<file path="config.mk">
export PLATFORM = sky130hd
export DESIGN_NAME = vga_timing_gen
export DESIGN_NICKNAME = d
export VERILOG_FILES = /design/src/rtl/vga_timing_gen.sv
export SDC_FILE = /design/constraint.sdc
export NUM_CORES = 1
export LEC_CHECK = 0
export CORE_UTILIZATION = 35
export DETAILED_ROUTE_END_ITERATION = 16
export PLACE_DENSITY = 0.66
export SLEW_MARGIN = 30
export SYNTH_ARGS = -nofsm -noshare
export SYNTH_HDL_FRONTEND = slang
export SYNTH_SLANG_ARGS = --single-unit
</file>
<file path="constraint.sdc">
create_clock -name clk -period 6.9 [get_ports clk]
set_clock_uncertainty 0.05 [all_clocks]
set_input_delay 1.725 -clock clk [delete_from_list [all_inputs] [get_ports clk]]
set_output_delay 1.725 -clock clk [all_outputs]
set_load 0.01 [all_outputs]
</file>
<file path="src/rtl/vga_timing_gen.sv">
`default_nettype none
// ============================================================================
//  Module      : vga_timing_gen
//  Description : Raster timing generator. Pixel coordinates lead the
//                hsync/vsync/blank outputs by PIPE_DELAY clocks.
//  Revision    : 1.0 - initial release
// ============================================================================
module vga_timing_gen #(
    parameter int   H_VISIBLE  = 800,
    parameter int   H_FRONT    = 40,
    parameter int   H_SYNC     = 128,
    parameter int   H_BACK     = 88,
    parameter int   V_VISIBLE  = 600,
    parameter int   V_FRONT    = 1,
    parameter int   V_SYNC     = 4,
    parameter int   V_BACK     = 23,
    parameter logic H_POL      = 1'b1,
    parameter logic V_POL      = 1'b1,
    parameter int   PIPE_DELAY = 2
) (
    input  logic        clk,
    input  logic        rst,
    output logic [10:0] x,
    output logic [10:0] y,
    output logic        active,
    output logic        line_start,
    output logic        frame_start,
    output logic [15:0] frame_count,
    output logic        hsync,
    output logic        vsync,
    output logic        blank
);

    localparam int          c_h_total_int = H_VISIBLE + H_FRONT + H_SYNC + H_BACK;
    localparam int          c_v_total_int = V_VISIBLE + V_FRONT + V_SYNC + V_BACK;
    localparam logic [10:0] c_h_last      = 11'(c_h_total_int - 1);
    localparam logic [10:0] c_v_last      = 11'(c_v_total_int - 1);
    localparam logic [10:0] c_h_vis       = 11'(H_VISIBLE);
    localparam logic [10:0] c_v_vis       = 11'(V_VISIBLE);
    localparam logic [10:0] c_hs_start    = 11'(H_VISIBLE + H_FRONT);
    localparam logic [10:0] c_hs_end      = 11'(H_VISIBLE + H_FRONT + H_SYNC);
    localparam logic [10:0] c_vs_start    = 11'(V_VISIBLE + V_FRONT);
    localparam logic [10:0] c_vs_end      = 11'(V_VISIBLE + V_FRONT + V_SYNC);
    // Idle level of the {hsync, vsync, blank} bundle
    localparam logic [2:0]  c_idle        = {~H_POL, ~V_POL, 1'b1};

    logic [10:0] r_x;
    logic [10:0] r_y;
    logic        r_active;
    logic        r_line_start;
    logic        r_frame_start;
    logic [15:0] r_frame_count;

    logic        w_x_last;
    logic        w_y_last;
    logic [10:0] w_x_next;
    logic [10:0] w_y_next;
    logic [2:0]  w_raw;

    always_comb begin
        w_x_last = (r_x == c_h_last);
        w_y_last = (r_y == c_v_last);
        w_x_next = w_x_last ? 11'd0 : r_x + 11'd1;
        w_y_next = r_y;
        if (w_x_last) begin
            w_y_next = w_y_last ? 11'd0 : r_y + 11'd1;
        end
    end

    // Flags are computed from the next coordinates so they line up with x/y
    always_ff @(posedge clk) begin
        if (rst) begin
            r_x           <= 11'd0;
            r_y           <= 11'd0;
            r_active      <= 1'b1;
            r_line_start  <= 1'b0;
            r_frame_start <= 1'b0;
            r_frame_count <= 16'd0;
        end else begin
            r_x           <= w_x_next;
            r_y           <= w_y_next;
            r_active      <= (w_x_next < c_h_vis) && (w_y_next < c_v_vis);
            r_line_start  <= (w_x_next == 11'd0);
            r_frame_start <= (w_x_next == 11'd0) && (w_y_next == 11'd0);
            if (w_x_last && w_y_last) begin
                r_frame_count <= r_frame_count + 16'd1;
            end
        end
    end

    always_comb begin
        w_raw[2] = ((r_x >= c_hs_start) && (r_x < c_hs_end)) ? H_POL : ~H_POL;
        w_raw[1] = ((r_y >= c_vs_start) && (r_y < c_vs_end)) ? V_POL : ~V_POL;
        w_raw[0] = ~r_active;
    end

    generate
        if (PIPE_DELAY == 0) begin : g_no_delay
            // Forced idle during reset so no stale level reaches the panel
            assign {hsync, vsync, blank} = rst ? c_idle : w_raw;
        end else begin : g_delay
            logic [2:0] r_pipe [PIPE_DELAY];

            always_ff @(posedge clk) begin
                if (rst) begin
                    for (int i = 0; i < PIPE_DELAY; i++) begin
                        r_pipe[i] <= c_idle;
                    end
                end else begin
                    r_pipe[0] <= w_raw;
                    for (int i = 1; i < PIPE_DELAY; i++) begin
                        r_pipe[i] <= r_pipe[i-1];
                    end
                end
            end

            assign {hsync, vsync, blank} = r_pipe[PIPE_DELAY-1];
        end
    endgenerate

    assign x           = r_x;
    assign y           = r_y;
    assign active      = r_active;
    assign line_start  = r_line_start;
    assign frame_start = r_frame_start;
    assign frame_count = r_frame_count;

    a_geometry_fits: assert property (@(posedge clk)
        (c_h_total_int <= 2047) && (c_v_total_int <= 2047) &&
        (PIPE_DELAY >= 0) && (PIPE_DELAY <= 7))
        else $error("vga_timing_gen: unsupported timing parameters");

endmodule
`default_nettype wire

</file>
==> flow_summary.ini <==
[job]
drv_cap = 0

[worst_setup_path]
critPathKind = in2reg
critPathRequiredTime_ps = 7050
end_kind = flip-flop
start_kind = input pin
critPathArrivalTime_ps = 3530
crit_fanout = 44

[timing]
drv_slew = 0
hold_viol = 0
max_freq_ghz = 0.297
setup_violations = 0
fin_setup_tns_ps = 0
worst_pin_slew_ps = 875
slew_headroom = 0.412
post-route-period-util = 0.489
fin_crit_ps = 3370
rsz0062_at_grt = false

[floorplanning]
core_area_um2 = 6760
fp.dieW_um = 85.5
dieArea_um2 = 7310
boundaryPins = 46
fp-row-count = 30
start_util = 0.361
die_h_um = 85.5

[power]
powerDensity_nw_per_um2 = 151
vdd_drop_max_mv = 0.0803
cellLeakagePower_nw = 1.03

[logic_synthesis]
synth_seq_area_share = 0.386
synth-simple-area-share = 0.301
syn_area_um2 = 2440
synth_xor_area_frac = 0.111
synth_area_per_cell_um2 = 8.27
syn-num-nets = 302
post-synth-top-area-cell = dfxtp_1
ys_warn_count = 0
synthAdderAreaFrac = 0.0256
ys_ff_latch = 47
synthMuxAreaShare = 0.00872
syn-instance-count = 295
synth_cell_types = 50
synth_compound_area_frac = 0.119
synth_area_leaders = dfxtp_1, nor2_1, xor2_1, xnor2_1, nand3_1
netlist.area_leader.share = 0.386
synth_top_family_by_area = simple AND/OR/NAND/NOR gates

[drt]
drt.antenna.violating_nets = 0
drt_first_iter_violations = 122
wl_per_cell_um = 13.5
drc = 0
wirelength_um = 5500
viasPerCell = 5.35
drt_pass1_iterations = 4
vias = 2172

[clock_tree]
post_cts_buffers = 0
cts_tree = yes
cts_resized = 0
insertion_delay_ps = 300
cts-root-buf = clkbuf_8
ctsHoldBuffers = 0
cts.sinks = 47
cts_buffer_depth = 2
clkTransAtPathRegs_ps = 80
htreeDepth = 2
cts_buffers = 5

[grt]
grt_pass1_vias = 2045
antenna_found_initial = 0
grt_pass1_wl_um = 9290
track_usage = 0.155
globalRouteOverflowTotal = 0
grt_max_degree = 45

[layout]
postLayoutCoreUtil = 0.442
multi_input_area_um2 = 1390
antenna_cells = 0
drive_gt1_frac = 0.0521
fin_nets = 334
ff_latch_area_um2 = 941
area_growth_pct = 22.3
nFillCells = 660

[placed_design]
portBuffers = 45
dp_hpwl_um = 3720
gp_congestion = 0.847

[min_path]
hold_path.class = reg2reg

[status]
status = finished clean
==> final cells by class <==
cell class / count / share of cell area
clock buffer: 6 / 0.0243
sequential: 47 / 0.315
tap: 80 / 0.0335
timing repair buffer: 46 / 0.153
multi-input combinational: 220 / 0.465
inverter: 7 / 0.00881
==> critical path: stages <==
cell and delay [ps]:
clkdlybuf4s50_1 390, buf_4 270, a211o_1 290, or4b_1 530, nor4_2 290
==> cells by family (layout without fill, tap and decap cells) <==
group / Yosys count / after routing
XOR/XNOR: 31 / 31
multiplexers: 2 / 2
buffers and inverters: 28 / 59
AO/OA/AOI/OAI: 42 / 42
adder cells (fa/ha/maj): 5 / 5
AND/OR/NAND/NOR: 140 / 140
flip-flops: 47 / 47
==> through the flow <==
stage	total power [mW]	area, um2	setup WS [ps]	instances	hold slack (ps)
after floorplan	0.294	2440	3900	295	339
after detailed placement	0.302	2910	3230	400	333
final	0.450	2980	3530	406	351
after global placement	0.302	2910	3300	400	346
after CTS	0.457	2980	3540	406	351
after global routing	0.469	2980	3430	406	364
==> cells in the mapped netlist (all sizes together) <==
library cell   n
or4            2
a211oi         2
o221ai         1
buf            7
nand3         21
ha             5
dfxtp         47
o31ai          1
a311o          1
nand4          5
nand3b         1
nor2b          2
nand4b         1
or2            3
a31o           1
a31oi          5
xor2          17
o211ai         4
and2           3
and4           4
o31a           1
nand4bb        1
and3b          1
o22ai          4
clkbuf        14
nor4b          1
or4b           2
o211a          2
nor3          16
nor4           5
o21ai          6
a21oi          9
and3           9
nand2b         1
inv            7
a211o          2
a41oi          1
mux2i          1
nand2         22
xnor2         14
a311oi         2
mux2           1
nor2          40
==> state kept, by name (all words and copies together) (netlist names) <==
signal,count
y,11
x,11
frame_count,16
active,1
line_start,1
frame_start,1
g_delay.r_pipe,6
==> path summary, 6_finish.rpt <==
kind           from                   end  slack (ps)  cells after the start
max             rst           frame_start        3530                      5
min          active  g_delay.r_pipe[0][0]         350                      1
max reg2reg    x[1]           frame_start        3870                      7
min reg2reg  active  g_delay.r_pipe[0][0]         350                      1
==> report_power, final <==
group          leakage, nW  total, mW  switching, mW  internal [mW]
registers            0.380      0.276        0.00264          0.274
clock network       0.0371      0.154         0.0867         0.0677
logic                0.613     0.0189        0.00998        0.00892
total                 1.03      0.450         0.0993          0.350
==> cells in the final DEF, fill, tap and decap left out, drive strengths merged, types with 2 or more instances in the layout <==
cell / instances
ha: 5
and3: 9
a21oi: 9
or4: 2
xor2: 17
or4b: 2
a31oi: 5
o211a: 2
and4: 4
a311oi: 2
nand3: 21
xnor2: 14
inv: 7
nor4: 5
nor3: 16
nor2: 40
o211ai: 4
a211oi: 2
o22ai: 4
a211o: 2
nand2: 22
and2: 3
dfxtp: 47
nor2b: 2
nand4: 5
or2: 3
clkbuf: 6
clkdlybuf4s50: 45
o21ai: 6
==> per-layer routing <==
metal / track usage / routed length, um
met5: 0 / 0
met4: 0.0530 / 74
met3: 0.0346 / 276
met2: 0.252 / 2480
met1: 0.204 / 2670
Note: power is estimated with default switching activity, not from simulation.
